## src/rtl/keypad_scan_ctrl_if.sv

```systemverilog
// Key output handshake between the keypad scanner and its consumer.
//   key_valid : FIFO head holds a key (scanner -> consumer)
//   key_hex   : key code at the FIFO head, 0 when empty (scanner -> consumer)
//   key_ready : consumer takes the head when key_valid & key_ready
interface keypad_scan_ctrl_if;
  logic       key_valid;
  logic [3:0] key_hex;
  logic       key_ready;

  modport master (output key_valid, output key_hex, input key_ready);
  modport slave  (input key_valid, input key_hex, output key_ready);
endinterface

```

## src/rtl/keypad_scan_ctrl.sv

```systemverilog
// Scanning controller for a 4x4 hex keypad.
// Drives rows one-hot, samples the columns through a 2-flop synchroniser,
// locks onto the first detected key, confirms it over a debounce window,
// waits for a debounced release, and queues each accepted key in a small FIFO.
// Ports:
//   clk, reset    : system clock, synchronous active-high reset
//   col_values    : raw asynchronous column lines, 1 = key closed
//   row_values    : one-hot row drive
//   key_if        : key_valid / key_hex / key_ready handshake (master side)
//   fifo_count    : current FIFO occupancy
//   overflow      : sticky, a confirmed key was dropped on a full FIFO
//   overflow_clr  : clears overflow (a simultaneous new drop wins)
module keypad_scan_ctrl #(
  parameter int SETTLE_CYCLES = 4,
  parameter int DEBOUNCE_BITS = 16,
  parameter int FIFO_DEPTH    = 4
) (
  input  logic                        clk,
  input  logic                        reset,
  input  logic [3:0]                  col_values,
  output logic [3:0]                  row_values,
  keypad_scan_ctrl_if.master          key_if,
  output logic [$clog2(FIFO_DEPTH):0] fifo_count,
  output logic                        overflow,
  input  logic                        overflow_clr
);

  localparam int SCW = (SETTLE_CYCLES > 1) ? $clog2(SETTLE_CYCLES) : 1;
  localparam int PW  = $clog2(FIFO_DEPTH);
  localparam int CW  = PW + 1;

  localparam logic [SCW-1:0]           SCAN_LAST = SCW'(SETTLE_CYCLES - 1);
  localparam logic [DEBOUNCE_BITS-1:0] DEB_LAST  = DEBOUNCE_BITS'((1 << DEBOUNCE_BITS) - 2);
  localparam logic [CW-1:0]            FULL_CNT  = CW'(FIFO_DEPTH);

  typedef enum logic [1:0] {
    ST_SCAN,
    ST_CONFIRM,
    ST_HELD
  } state_e;

  state_e                   state_q, state_d;
  logic [1:0]               row_q, row_d;
  logic [1:0]               col_q, col_d;
  logic [SCW-1:0]           scan_cnt_q, scan_cnt_d;
  logic [DEBOUNCE_BITS-1:0] deb_cnt_q, deb_cnt_d;
  logic [3:0]               sync1_q, col_sync_q;

  logic                     push;
  logic [3:0]               push_code;
  logic [1:0]               first_col;
  logic                     col_bit;

  logic [3:0]               mem_q [FIFO_DEPTH];
  logic [PW-1:0]            wr_ptr_q, rd_ptr_q;
  logic [CW-1:0]            count_q;
  logic                     overflow_q;
  logic                     fifo_full, fifo_empty, pop, wr_en, ovf_set;

  function automatic logic [3:0] key_code(input logic [3:0] idx);
    logic [3:0] code;
    case (idx)
      4'h0: code = 4'h1;  4'h1: code = 4'h2;  4'h2: code = 4'h3;  4'h3: code = 4'hA;
      4'h4: code = 4'h4;  4'h5: code = 4'h5;  4'h6: code = 4'h6;  4'h7: code = 4'hB;
      4'h8: code = 4'h7;  4'h9: code = 4'h8;  4'hA: code = 4'h9;  4'hB: code = 4'hC;
      4'hC: code = 4'hE;  4'hD: code = 4'h0;  4'hE: code = 4'hF;  default: code = 4'hD;
    endcase
    return code;
  endfunction

  // Lowest-numbered closed column wins when several read 1.
  always_comb begin
    first_col = 2'd0;
    if (col_sync_q[0])      first_col = 2'd0;
    else if (col_sync_q[1]) first_col = 2'd1;
    else if (col_sync_q[2]) first_col = 2'd2;
    else if (col_sync_q[3]) first_col = 2'd3;
  end

  assign col_bit   = col_sync_q[col_q];
  assign push_code = key_code({row_q, col_q});

  always_ff @(posedge clk) begin
    if (reset) begin
      state_q    <= ST_SCAN;
      row_q      <= '0;
      col_q      <= '0;
      scan_cnt_q <= '0;
      deb_cnt_q  <= '0;
      sync1_q    <= '0;
      col_sync_q <= '0;
    end else begin
      state_q    <= state_d;
      row_q      <= row_d;
      col_q      <= col_d;
      scan_cnt_q <= scan_cnt_d;
      deb_cnt_q  <= deb_cnt_d;
      sync1_q    <= col_values;
      col_sync_q <= sync1_q;
    end
  end

  always_comb begin
    state_d    = state_q;
    row_d      = row_q;
    col_d      = col_q;
    scan_cnt_d = scan_cnt_q;
    deb_cnt_d  = deb_cnt_q;
    push       = 1'b0;
    case (state_q)
      ST_SCAN: begin
        if (scan_cnt_q == SCAN_LAST) begin
          scan_cnt_d = '0;
          if (col_sync_q == '0) begin
            row_d = row_q + 2'd1;
          end else begin
            col_d     = first_col;
            deb_cnt_d = '0;
            state_d   = ST_CONFIRM;
          end
        end else begin
          scan_cnt_d = scan_cnt_q + 1'b1;
        end
      end
      ST_CONFIRM: begin
        if (col_bit) begin
          if (deb_cnt_q == DEB_LAST) begin
            push      = 1'b1;
            deb_cnt_d = '0;
            state_d   = ST_HELD;
          end else begin
            deb_cnt_d = deb_cnt_q + 1'b1;
          end
        end else begin
          state_d    = ST_SCAN;
          row_d      = row_q + 2'd1;
          scan_cnt_d = '0;
          deb_cnt_d  = '0;
        end
      end
      ST_HELD: begin
        if (!col_bit) begin
          if (deb_cnt_q == DEB_LAST) begin
            state_d    = ST_SCAN;
            row_d      = row_q + 2'd1;
            scan_cnt_d = '0;
            deb_cnt_d  = '0;
          end else begin
            deb_cnt_d = deb_cnt_q + 1'b1;
          end
        end else begin
          deb_cnt_d = '0;
        end
      end
      default: state_d = ST_SCAN;
    endcase
  end

  // A push into a full FIFO only lands if the head leaves in the same cycle.
  assign fifo_full  = (count_q == FULL_CNT);
  assign fifo_empty = (count_q == '0);
  assign pop        = !fifo_empty && key_if.key_ready;
  assign wr_en      = push && (!fifo_full || pop);
  assign ovf_set    = push && fifo_full && !pop;

  // Storage needs no reset: pointers and count define what is valid.
  always_ff @(posedge clk) begin
    if (wr_en) mem_q[wr_ptr_q] <= push_code;
  end

  always_ff @(posedge clk) begin
    if (reset) begin
      wr_ptr_q   <= '0;
      rd_ptr_q   <= '0;
      count_q    <= '0;
      overflow_q <= 1'b0;
    end else begin
      if (wr_en) wr_ptr_q <= wr_ptr_q + 1'b1;
      if (pop)   rd_ptr_q <= rd_ptr_q + 1'b1;
      case ({wr_en, pop})
        2'b10:   count_q <= count_q + 1'b1;
        2'b01:   count_q <= count_q - 1'b1;
        default: count_q <= count_q;
      endcase
      if (ovf_set)           overflow_q <= 1'b1;
      else if (overflow_clr) overflow_q <= 1'b0;
    end
  end

  assign row_values       = 4'b0001 << row_q;
  assign key_if.key_valid = !fifo_empty;
  assign key_if.key_hex   = fifo_empty ? 4'h0 : mem_q[rd_ptr_q];
  assign fifo_count       = count_q;
  assign overflow         = overflow_q;

endmodule

```

## src/flat_wrapper.sv

```systemverilog
// flat-port wrapper written by rule: the top's interface ports become plain ports
module keypad_scan_ctrl_flat 
#(
  parameter int SETTLE_CYCLES = 4,
  parameter int DEBOUNCE_BITS = 16,
  parameter int FIFO_DEPTH    = 4
)
  (clk, reset, col_values, row_values, fifo_count, overflow, overflow_clr, key_if_key_valid, key_if_key_hex, key_if_key_ready);
  keypad_scan_ctrl_if key_if_i ();
  input  logic clk;
  input  logic reset;
  input  logic [3:0] col_values;
  output logic [3:0] row_values;
  output logic [$clog2(FIFO_DEPTH):0] fifo_count;
  output logic overflow;
  input  logic overflow_clr;
  output wire logic [$bits(key_if_i.key_valid)-1:0] key_if_key_valid;
  output wire logic [$bits(key_if_i.key_hex)-1:0] key_if_key_hex;
  input wire logic [$bits(key_if_i.key_ready)-1:0] key_if_key_ready;
  assign key_if_key_valid = key_if_i.key_valid;
  assign key_if_key_hex = key_if_i.key_hex;
  assign key_if_i.key_ready = key_if_key_ready;
  keypad_scan_ctrl #(.SETTLE_CYCLES(SETTLE_CYCLES), .DEBOUNCE_BITS(DEBOUNCE_BITS), .FIFO_DEPTH(FIFO_DEPTH)) u_core (.clk(clk), .reset(reset), .col_values(col_values), .row_values(row_values), .key_if(key_if_i), .fifo_count(fifo_count), .overflow(overflow), .overflow_clr(overflow_clr));
endmodule
```

## config.mk

```make
export PLATFORM = sky130hd
export DESIGN_NAME = keypad_scan_ctrl_flat
export DESIGN_NICKNAME = d
export VERILOG_FILES = /design/src/rtl/keypad_scan_ctrl_if.sv /design/src/rtl/keypad_scan_ctrl.sv /design/src/flat_wrapper.sv
export SDC_FILE = /design/constraint.sdc
export NUM_CORES = 1
export LEC_CHECK = 0
export CORE_MARGIN = 1
export CORE_UTILIZATION = 25
export DETAILED_ROUTE_END_ITERATION = 8
export PLACE_DENSITY = 0.44
export SYNTH_ARGS = -nofsm -noshare
export SYNTH_HDL_FRONTEND = slang
export SYNTH_SLANG_ARGS = --single-unit
export TNS_END_PERCENT = 20
```

## constraint.sdc

```tcl
create_clock -name clk -period 8.21 [get_ports clk]
set_input_delay 1.2315 -clock clk [delete_from_list [all_inputs] [get_ports clk]]
set_output_delay 1.2315 -clock clk [all_outputs]
set_load 0.005 [all_outputs]
```

==> results.md, run 1 <==
- Final setup margin: 4600 ps
- Max Transition Viols Final: 0
- Final Wtd Congestion: 0.730
- LEAKAGE: roughly 1.3 nW
- Syn_area_per_cell: 10.3 um^2
- Fmax: 277 MHz
- Endpoints failing hold: 0
- DIE WIDTH: 111 um
- FFs w/ async S/R, synth: 0%
- Worst hold path type: reg -> reg
- Setup slack, reg-to-reg: approximately 5400 ps
- Port bufs: 20
- Sw frac: between 20 and 25%
- Worst setup path startpoint: key_if_key_ready
- Vias per Instance: 4.69
- Area Overhead vs Synth: 22.5%
- CTS sink count: between 50 and 60
- Comb pwr share: under 10%
- Post-synthesis cell count: 287
- Filler instances: 1178
- Final net count: 340
- Number of synthesized flops with an enable pin: 16
- Clock-pin slew on the worst setup and hold paths: 50 ps
- Longest Clk Path Bufs: 2
- Initial core utilization: around a quarter
- Layout Cells excl Fill: 458
- Sequential area share after synthesis: about 45%
- Netlist cell types: 54
- Pwr per Cell Area: about 210 mW/mm^2
- # rows: 39
- WP data required: about 8500 ps
- Die Span Y: 111 um
- Critical Path Sink Type: flip-flop
- CP arrival: 3860 ps
- Setup Fix Bufs, Post-CTS: 0
- First-pass GRT wire length: ~9700 um
- Pre-CTS worst setup slack: about 4300 ps
- Commonest cells after routing, fill and taps aside: 42 x dfxtp_1, 21 x inv_1, 21 x a21oi_1, 21 x ha_1, 20 x clkdlybuf4s50_1
- Core box area: 0.0115 mm^2
- Worst-Skew Late Latency: between 300 and 400 ps
- Net Count, Synth: 317
- Gr usage total: under 10%
- Routed wire per std cell: roughly 13 um
- Cells on worst reg2reg path: 10
- Post-CTS sizing: 0
- Clock Skew: 5.73 ps
- Synth Warn #: 0
- Vias in the first global route: approximately 2000
- CTS tree: yes
- Status: finished clean
- Clk root buf: clkbuf_16
- Most common cell after layout, fill and taps aside: dfxtp_1
- End point of the critical path: u_core.fifo_count[2]
- Final ANT Viol Nets: 0
- Seq pwr share: 41.0%
- Max VDD drop: 0.110 mV
- Clock Power Share: 54.4%
- Share of cells above drive strength 1: 10.5%
- Worst-margin pin slew: 1010 ps
- Pre-antenna DRT Iters: 4
- Starting DRT DRC Count: 112
- CP max FO: 7
- Overflow after GRT: 0
- Prevailing post-synth register cell: dfxtp_1
- Drc violations: 0
- Num ports: 21
- Critical Path Start Type: input pin
- Cell count after placement: 442
- H-tree levels: 3
- NetSw: about 0.16 mW
- Max Cap Viol: 0
- Setup TNS: 0 ps
- Initial antenna violation count: 0
- Internal: 0.583 mW
- Yosys reg bits: 58
- Final wirelength: 5730 um
- Die ar.: 0.0123 mm^2
- Final setup fails: 0
- DR vias: 2147
- Worst R2R Start: u_core.col_q[0]
- Crit path time final: 3610 ps
- Dpl hpwl: between 4000 and 5000 um
- Ant. Diodes: 0
- RR Endpoint: u_core.fifo_count[2]
- Slew HR: 32.1%
- Mapped Area: 0.00296 mm^2
- Hold-fix buffers, CTS: 0
- RSZ-0062 raised after global routing: false
- Largest net degree at the start of global routing: 34
- Crit share post-route: a little over two fifths
- Num CTS Buffers: 9
- WS Path Type: in -> reg
-- routing by layer --
metal,up-vias,track usage (%),share of wire [%]
li1,1100,-,-
met1,1011,12.6,50
met2,28,15.4,45
met3,8,3.23,3.2
met4,0,4.53,1.9
met5,-,0,0
-- power by group through the flow --
stage | combinational [mW] | sequential (mW) | clock, mW
after floorplan | 0.0236 | 0.309 | 0
after global placement | 0.0345 | 0.310 | 0
after detailed placement | 0.0348 | 0.310 | 0
after CTS | 0.0351 | 0.304 | 0.413
after global routing | 0.0390 | 0.305 | 0.428
final | 0.0346 | 0.304 | 0.404
-- critical path: stages --
cell	delay, ps
clkdlybuf4s50_1	410
nor4b_1	740
nor4_4	170
inv_1	100
ha_1	180
inv_1	60
fa_1	370
xor2_1	160
or3_1	300
a21oi_1	130
-- sequential cells by signal, indices dropped and copies added, names as in the netlist, named ones only --
name	flops
u_core.deb_cnt_q	16
u_core.mem_q	16
u_core.col_sync_q	4
u_core.sync1_q	4
u_core.fifo_count	3
u_core.col_q	2
u_core.rd_ptr_q	2
u_core.row_q	2
u_core.scan_cnt_q	2
u_core.state_q	2
u_core.wr_ptr_q	2
u_core.overflow	1
-- stage by stage --
stage	utilization [%]	power (mW)	hold slack (ps)	cell area [um^2]
after floorplan	-	0.333	414	2960
after global placement	28.7	0.345	425	3290
after detailed placement	28.7	0.345	423	3290
after CTS	31.6	0.752	435	3620
after global routing	31.6	0.772	454	3620
final	31.6	0.743	433	3620
-- worst min path at each step --
stage / from / endpoint / slack, ps / cells after the start
floorplan: u_core.sync1_q[0] / u_core.col_sync_q[0] / 410 / 1
global placement: u_core.sync1_q[1] / u_core.col_sync_q[1] / 420 / 1
detailed placement: u_core.sync1_q[2] / u_core.col_sync_q[2] / 420 / 1
CTS: u_core.sync1_q[1] / u_core.col_sync_q[1] / 440 / 1
global route: u_core.sync1_q[1] / u_core.col_sync_q[1] / 450 / 1
finish: u_core.sync1_q[2] / u_core.col_sync_q[2] / 430 / 1
-- cell usage after synthesis (3+ instances only) --
library cell  instances  share of area, %
dfxtp_1              42                28
a21oi_1              21               3.6
ha_1                 21               8.9
inv_1                21               2.7
nand2_1              19               2.4
nor2_1               19               2.4
edfxtp_1             16                16
a31oi_1              12               2.5
and2_1               10               2.1
nor2b_1               9               1.9
o21ai_0               8               1.4
or3_1                 7               1.5
mux4_2                5               3.8
nand3_1               5              0.85
nand4_1               5               1.1
and3_1                4              0.85
mux2i_1               4               1.4
o311a_1               4               1.4
buf_2                 3              0.51
clkbuf_1              3              0.38
o31ai_1               3              0.76
xor2_1                3              0.89
-- cell families (layout without fill, tap and decap cells) --
family	count (synthesis)	count (layout)	synth area share [%]
AO/OA/AOI/OAI	64	64	14.9
adder cells (fa/ha/maj)	22	22	9.57
buffers and inverters	30	58	4.32
XOR/XNOR	5	5	1.48
AND/OR/NAND/NOR	96	96	18.2
multiplexers	12	12	6.82
flip-flops	58	58	44.7
-- cell type report --
type	count	area [um^2]	area share, %
clock buffers	9	225	6.22
clock inverters	7	101	2.80
inverters	21	78.8	2.18
multi-input cells	199	1510	41.6
flip-flops and latches	58	1320	36.5
well taps	143	179	4.94
repair buffers	21	208	5.74
No activity file was read; power rests on OpenSTA's default activity.
==> inputs of run 2 (changes only) <==
==> constraint.sdc (replaced) <==
create_clock -name clk -period 3.45 [get_ports clk]
set_input_delay 0.5175 -clock clk [delete_from_list [all_inputs] [get_ports clk]]
set_output_delay 0.5175 -clock clk [all_outputs]
set_load 0.005 [all_outputs]
==> run 2 against run 1 <==
Net effect: worst hold slack gained 5.9 ps; flip-flop and latch count unchanged; register-to-register slack got worse by 4800 ps; die area is the same; final area about the same; clock power grew 130%; routed wire length up 5.1%; sequential share of layout area about the same; critical path type is now reg -> reg; largest cell class unchanged; largest power group unchanged.
==> results.md, run 2 (synthesized netlist as in run 1, its figures left out) <==
- Status: finished clean (unchanged)
- Gr usage total: 10.7% (was 9.96%)
- Filler instances: 1185 (was 1178)
- Die ar.: 0.0123 mm^2 (unchanged)
- # rows: 39 (unchanged)
- Max Transition Viols Final: 0 (unchanged)
- Longest Clk Path Bufs: 2 (unchanged)
- Endpoints failing hold: 0 (unchanged)
- Final ANT Viol Nets: 0 (unchanged)
- CP max FO: 8 (was 7)
- Crit-path max cell delay: 700 ps (was 740 ps)
- WP data required: 3710 ps (was 8460 ps)
- Clock Skew: 5.47 ps (was 5.73 ps)
- Final setup fails: 0 (unchanged)
- Max VDD drop: 0.200 mV (was 0.110 mV)
- CP max stage cell: mux4_1 (was nor4b_1)
- Clk root buf: clkbuf_16 (unchanged)
- Ant. Diodes: 0 (unchanged)
- CP arrival: 3070 ps (was 3860 ps)
- Worst-margin pin slew: 967 ps (was 1010 ps)
- Layout Cells excl Fill: 460 (was 458)
- Area Overhead vs Synth: 22.4% (was 22.5%)
- Most frequent CP cell: inv_1 (unchanged)
- Num CTS Buffers: 9 (unchanged)
- Final Wtd Congestion: 0.754 (was 0.730)
- H-tree levels: 3 (unchanged)
- Most common cell after layout, fill and taps aside: dfxtp_1 (unchanged)
- Post-route cell area: 0.00362 mm^2 (about the same)
- Core box area: 0.0115 mm^2 (unchanged)
- Largest net degree at the start of global routing: 35 (was 34)
- Critical Path Start Type: flip-flop (was input pin)
- Final net count: 342 (was 340)
- Vias in the first global route: 2138 (was 1998)
- Final wirelength: 6020 um (was 5730 um)
- Pwr per Cell Area: 477 mW/mm^2 (was 205 mW/mm^2)
- Cells along the critical path: mux4_1 > nand2_1 > nor4_4 > inv_1 > ha_1 > inv_1 > fa_1 > xor2_1 > or3_1 > a21oi_1 (was clkdlybuf4s50_1 > nor4b_1 > nor4_4 > inv_1 > ha_1 > inv_1 > fa_1 > xor2_1 > or3_1 > a21oi_1)
- Port bufs: 20 (unchanged)
- Initial antenna violation count: 0 (unchanged)
- Placed cell area: 0.00331 mm^2 (was 0.00329 mm^2)
- Initial core utilization: 25.8% (unchanged)
- Crit path time final: 2810 ps
- Largest registers: u_core.deb_cnt_q (16), u_core.mem_q (16) (unchanged)
- Overflow after GRT: 0 (unchanged)
- Dpl hpwl: 4230 um (was 4060 um)
- DR vias: 2179 (was 2147)
- Clock-pin slew on the worst setup and hold paths: 50 ps (about the same)
- Routed wire per std cell: 13.1 um (was 12.5 um)
- CTS tree: yes (unchanged)
- Crit share post-route: 81.5%
- Hold slack: 439 ps (was 433 ps)
- Max Cap Viol: 0 (unchanged)
- CP Buf/Inv Count: 2 (was 3)
- CTS sink count: 58 (unchanged)
- First-pass GRT wire length: 10400 um (was 9730 um)
- Hold-fix buffers, CTS: 0 (unchanged)
- RSZ-0062 raised after global routing: false (unchanged)
- Worst hold path type: reg -> reg (unchanged)
- DIE WIDTH: 111 um (unchanged)
- Commonest cells after routing, fill and taps aside: 42 x dfxtp_1, 21 x inv_1, 21 x a21oi_1, 21 x ha_1, 20 x clkdlybuf4s50_1 (unchanged)
- CP delay by family, top: multiplexers (was simple AND/OR/NAND/NOR gates)
- Fmax: 356 MHz
- Post-CTS sizing: 0 (unchanged)
- Slew HR: 35.5% (was 32.1%)
- Share of cells above drive strength 1: 10.7% (was 10.5%)
- Pre-antenna DRT Iters: 4 (unchanged)
- Vias per Instance: 4.74 (was 4.69)
- Cell count after placement: 444 (was 442)
- Setup TNS: 0 ps (unchanged)
- Critical Path Sink Type: flip-flop (unchanged)
- Starting DRT DRC Count: 77 (was 112)
- WS Path Type: reg -> reg (was in -> reg)
- LEAKAGE: 1.27 nW (was 1.26 nW)
- Drc violations: 0 (unchanged)
- Setup Fix Bufs, Post-CTS: 0 (unchanged)
- Num ports: 21 (unchanged)
- Die Span Y: 111 um (unchanged)
- Worst-Skew Late Latency: 320 ps (about the same)
[run 2: cell count changes in the layout (fill, tap and decap cells not counted)]
cell and delta:
clkinvlp_4 -2, clkinv_1 +1, clkinv_4 -2, buf_4 +2, clkinv_2 +4, inv_6 -1
[run 2: per-stage QoR]
step | setup slack, ps | util [%] | power, mW
detailed placement | 632 | 28.8 | 0.823
CTS | 647 | 31.5 | 1.76
finish | 640 | 31.5 | 1.73
floorplan | 853 | - | 0.792
global placement | 685 | 28.8 | 0.821
global route | 439 | 31.5 | 1.80
[run 2: layout make-up]
cell class              count  area (um^2)  share of cell area [%]
flip-flops and latches     58         1320                    36.5
inverters                  21         78.8                    2.18
clock inverters             7         83.8                    2.32
clock buffers               9          225                    6.23
multi-input cells         199         1510                    41.6
repair buffers             23          223                    6.16
well taps                 143          179                    4.95
[run 2: power breakdown]
| part | internal [mW] | switching (mW) |
|---|---|---|
| Combinational | 0.0382 | 0.0446 |
| Clock | 0.623 | 0.297 |
| Sequential | 0.713 | 0.0117 |
| Total | 1.37 | 0.353 |
[run 2: worst paths after layout]
check                         start              endpoint  slack [ps]  cells past startpoint
setup / recovery    u_core.col_q[0]  u_core.fifo_count[2]         640                     10
hold / removal    u_core.sync1_q[0]  u_core.col_sync_q[0]         440                      1
setup reg to reg    u_core.col_q[0]  u_core.fifo_count[2]         640                     10
hold reg to reg   u_core.sync1_q[0]  u_core.col_sync_q[0]         440                      1
[run 2: layer usage]
layer | wire, um | global-route usage (%) | vias up
li1 | - | - | 1107
met1 | 2870 | 13.0 | 1020
met2 | 2780 | 16.8 | 43
met3 | 247 | 3.72 | 9
met4 | 119 | 5.24 | 0
met5 | 0 | 0 | -
==> inputs of run 3 (changes only) <==
--- a/config.mk
+++ b/config.mk
@@ -8,7 +8,7 @@
 export CORE_MARGIN = 1
 export CORE_UTILIZATION = 25
 export DETAILED_ROUTE_END_ITERATION = 8
-export PLACE_DENSITY = 0.44
+export PLACE_DENSITY = 0.45
 export SYNTH_ARGS = -nofsm -noshare
 export SYNTH_HDL_FRONTEND = slang
 export SYNTH_SLANG_ARGS = --single-unit
==> constraint.sdc (replaced) <==
create_clock -name clk -period 2.29 [get_ports clk]
set_input_delay 0.3435 -clock clk [delete_from_list [all_inputs] [get_ports clk]]
set_output_delay 0.3435 -clock clk [all_outputs]
set_load 0.005 [all_outputs]
==> run 3 against run 2 <==
Net effect: the run now ends with negative setup slack left; final cell count grew 6.7%; die area is the same; non-clock buffer count grew 31; first-iteration DRC count grew 49%; routed wire length grew 2.5%; clock skew shrank 0.86 ps; flip-flop and latch count is the same; total power grew 66%; global-route usage is essentially flat; critical endpoint unchanged.
==> results.md, run 3 (synthesized netlist as in run 1, its figures left out) <==
- Status: complete, but fails checks (was finished clean)
- Failing checks: negative setup slack
- Clock Skew: 4.61 ps (was 5.47 ps)
- Seq pwr share: 37.9% (was 42.0%)
- Share of cells above drive strength 1: 24.4% (was 10.7%)
- Final wirelength: 6170 um (was 6020 um)
- Pre-antenna DRT Iters: 4 (unchanged)
- Largest registers: u_core.deb_cnt_q (16), u_core.mem_q (16) (unchanged)
- NetSw: 0.561 mW (was 0.353 mW)
- Worst R2R Start: u_core.col_q[0] (unchanged)
- Slew HR: 67.1% (was 35.5%)
- WP data required: 2550 ps (was 3710 ps)
- Overflow after GRT: 0 (unchanged)
- WS Path Type: reg -> reg (unchanged)
- Max Cap Viol: 0 (unchanged)
- Pwr per Cell Area: 723 mW/mm^2 (was 477 mW/mm^2)
- Core box area: 0.0115 mm^2 (unchanged)
- Worst-Skew Late Latency: 330 ps (was 320 ps)
- DR vias: 2329 (was 2179)
- Final Wtd Congestion: 0.721 (was 0.754)
- Final setup fails: 1 (was 0)
- RSZ-0062 raised after global routing: true (was false)
- Worst setup path startpoint: u_core.col_q[0] (unchanged)
- Crit share post-route: 102% (was 81.5%)
- # rows: 39 (unchanged)
- CTS tree: yes (unchanged)
- Tot Pwr: 2.87 mW (was 1.73 mW)
- LEAKAGE: 1.46 nW (was 1.27 nW)
- Num ports: 21 (unchanged)
- DIE WIDTH: 111 um (unchanged)
- Placed cell area: 0.00357 mm^2 (was 0.00331 mm^2)
- Largest net degree at the start of global routing: 35 (unchanged)
- Drc violations: 0 (unchanged)
- Area Overhead vs Synth: 34.3% (was 22.4%)
- Gr usage total: 10.7% (about the same)
- Die ar.: 0.0123 mm^2 (unchanged)
- Clk root buf: clkbuf_16 (unchanged)
- Internal: 2.31 mW (was 1.37 mW)
- Final setup margin: -39.3 ps (was 640 ps)
- Routed wire per std cell: 12.6 um (was 13.1 um)
- Comb pwr share: 4.8% (about the same)
- CP max FO: 2 (was 8)
- Initial antenna violation count: 0 (unchanged)
- Ant. Diodes: 0 (unchanged)
- Starting DRT DRC Count: 115 (was 77)
- Commonest cells after routing, fill and taps aside: 33 x buf_4, 30 x dfxtp_1 (was 42 x dfxtp_1, 21 x inv_1, 21 x a21oi_1, 21 x ha_1, 20 x clkdlybuf4s50_1)
- Die Span Y: 111 um (unchanged)
- Critical Path Sink Type: flip-flop (unchanged)
- Port bufs: 20 (unchanged)
- Post-route cell area: 0.00397 mm^2 (was 0.00362 mm^2)
- Crit path time final: 2330 ps (was 2810 ps)
- Dpl hpwl: 4530 um (was 4230 um)
- Most common cell after layout, fill and taps aside: buf_4 (was dfxtp_1)
- Fmax: 429 MHz (was 356 MHz)
- Hold-fix buffers, CTS: 0 (unchanged)
- Longest Clk Path Bufs: 2 (unchanged)
- Vias in the first global route: 2176 (was 2138)
- CTS sink count: 58 (unchanged)
- Final net count: 373 (was 342)
- CP arrival: 2590 ps (was 3070 ps)
- Critical Path Start Type: flip-flop (unchanged)
- Hold Startpoint: u_core.sync1_q[3] (was u_core.sync1_q[0])
- Clock Power Share: 57.3% (was 53.2%)
- Final ANT Viol Nets: 0 (unchanged)
- Initial core utilization: 25.8% (unchanged)
- Min-Delay Path Depth: 1 (unchanged)
- Num CTS Buffers: 9 (unchanged)
- Worst hold path type: reg -> reg (unchanged)
- Sw frac: 19.5% (was 20.4%)
- Endpoints failing hold: 0 (unchanged)
- Max VDD drop: 0.483 mV (was 0.200 mV)
- Worst-margin pin slew: 489 ps (was 967 ps)
- H-tree levels: 3 (unchanged)
- First-pass GRT wire length: 10400 um (about the same)
- Vias per Instance: 4.74 (about the same)
- Max Transition Viols Final: 0 (unchanged)
- Clock-pin slew on the worst setup and hold paths: 50 ps (about the same)
- Cells on worst reg2reg path: 10 (unchanged)
[run 3: critical path: stages (launching register included)]
cell	delay, ps
dfxtp_4	340
mux4_2	540
nand2_4	100
nor4_4	50
inv_1	60
ha_2	170
inv_2	40
fa_2	340
xor2_1	150
or3_1	320
a21oi_2	120
[run 3: repair_timing]
| action | CTS | global route |
|---|---|---|
| buffers inserted | 0 | 1 |
| setup endpoints to repair | 5 | 7 |
| resized for setup | 2 | 5 |
| pin swaps | 1 | 1 |
| hold endpoints to repair | 0 | 0 |
[run 3: per-layer routing]
metal / GRT usage [%] / up-vias / routed length (um)
li1: - / 1168 / -
met1: 13.2 / 1113 / 2950
met2: 17.0 / 39 / 2850
met3: 3.06 / 9 / 262
met4: 5.33 / 0 / 112
met5: 0 / - / 0
[run 3: through the flow]
step	cells	utilization [%]	setup WS (ps)	hold slack, ps	setup TNS [ps]
2_1_floorplan	287	-	-89.1	414	-140
3_3_place_gp	474	31.1	-199	420	-252
3_5_place_dp	474	31.1	-307	426	-449
4_1_cts	490	34.4	-40.2	433	-40.2
5_1_grt	491	34.6	-129	460	-372
6_report	491	34.6	-39.3	431	-39.3
[run 3: cell type report]
type	instances	area, um^2
sequential	58	1340
fill	1142	7500
tap	143	179
clock inverter	7	141
inverter	21	78.8
timing repair buffer	54	468
multi-input combinational	199	1540
clock buffer	9	225
[run 3: power by group through the flow]
stage	Sequential, mW	Clock, mW	Combinational, mW
6_report	1.09	1.64	0.139
5_1_grt	1.09	1.75	0.157
4_1_cts	1.09	1.70	0.141
3_5_place_dp	1.11	0	0.139
3_3_place_gp	1.11	0	0.138
2_1_floorplan	1.11	0	0.0850
[run 3: worst paths after layout]
kind | end | slack, ps
setup reg to reg | u_core.fifo_count[2] | -40
setup / recovery | u_core.fifo_count[2] | -40
hold / removal | u_core.col_sync_q[3] | 430
hold reg to reg | u_core.col_sync_q[3] | 430
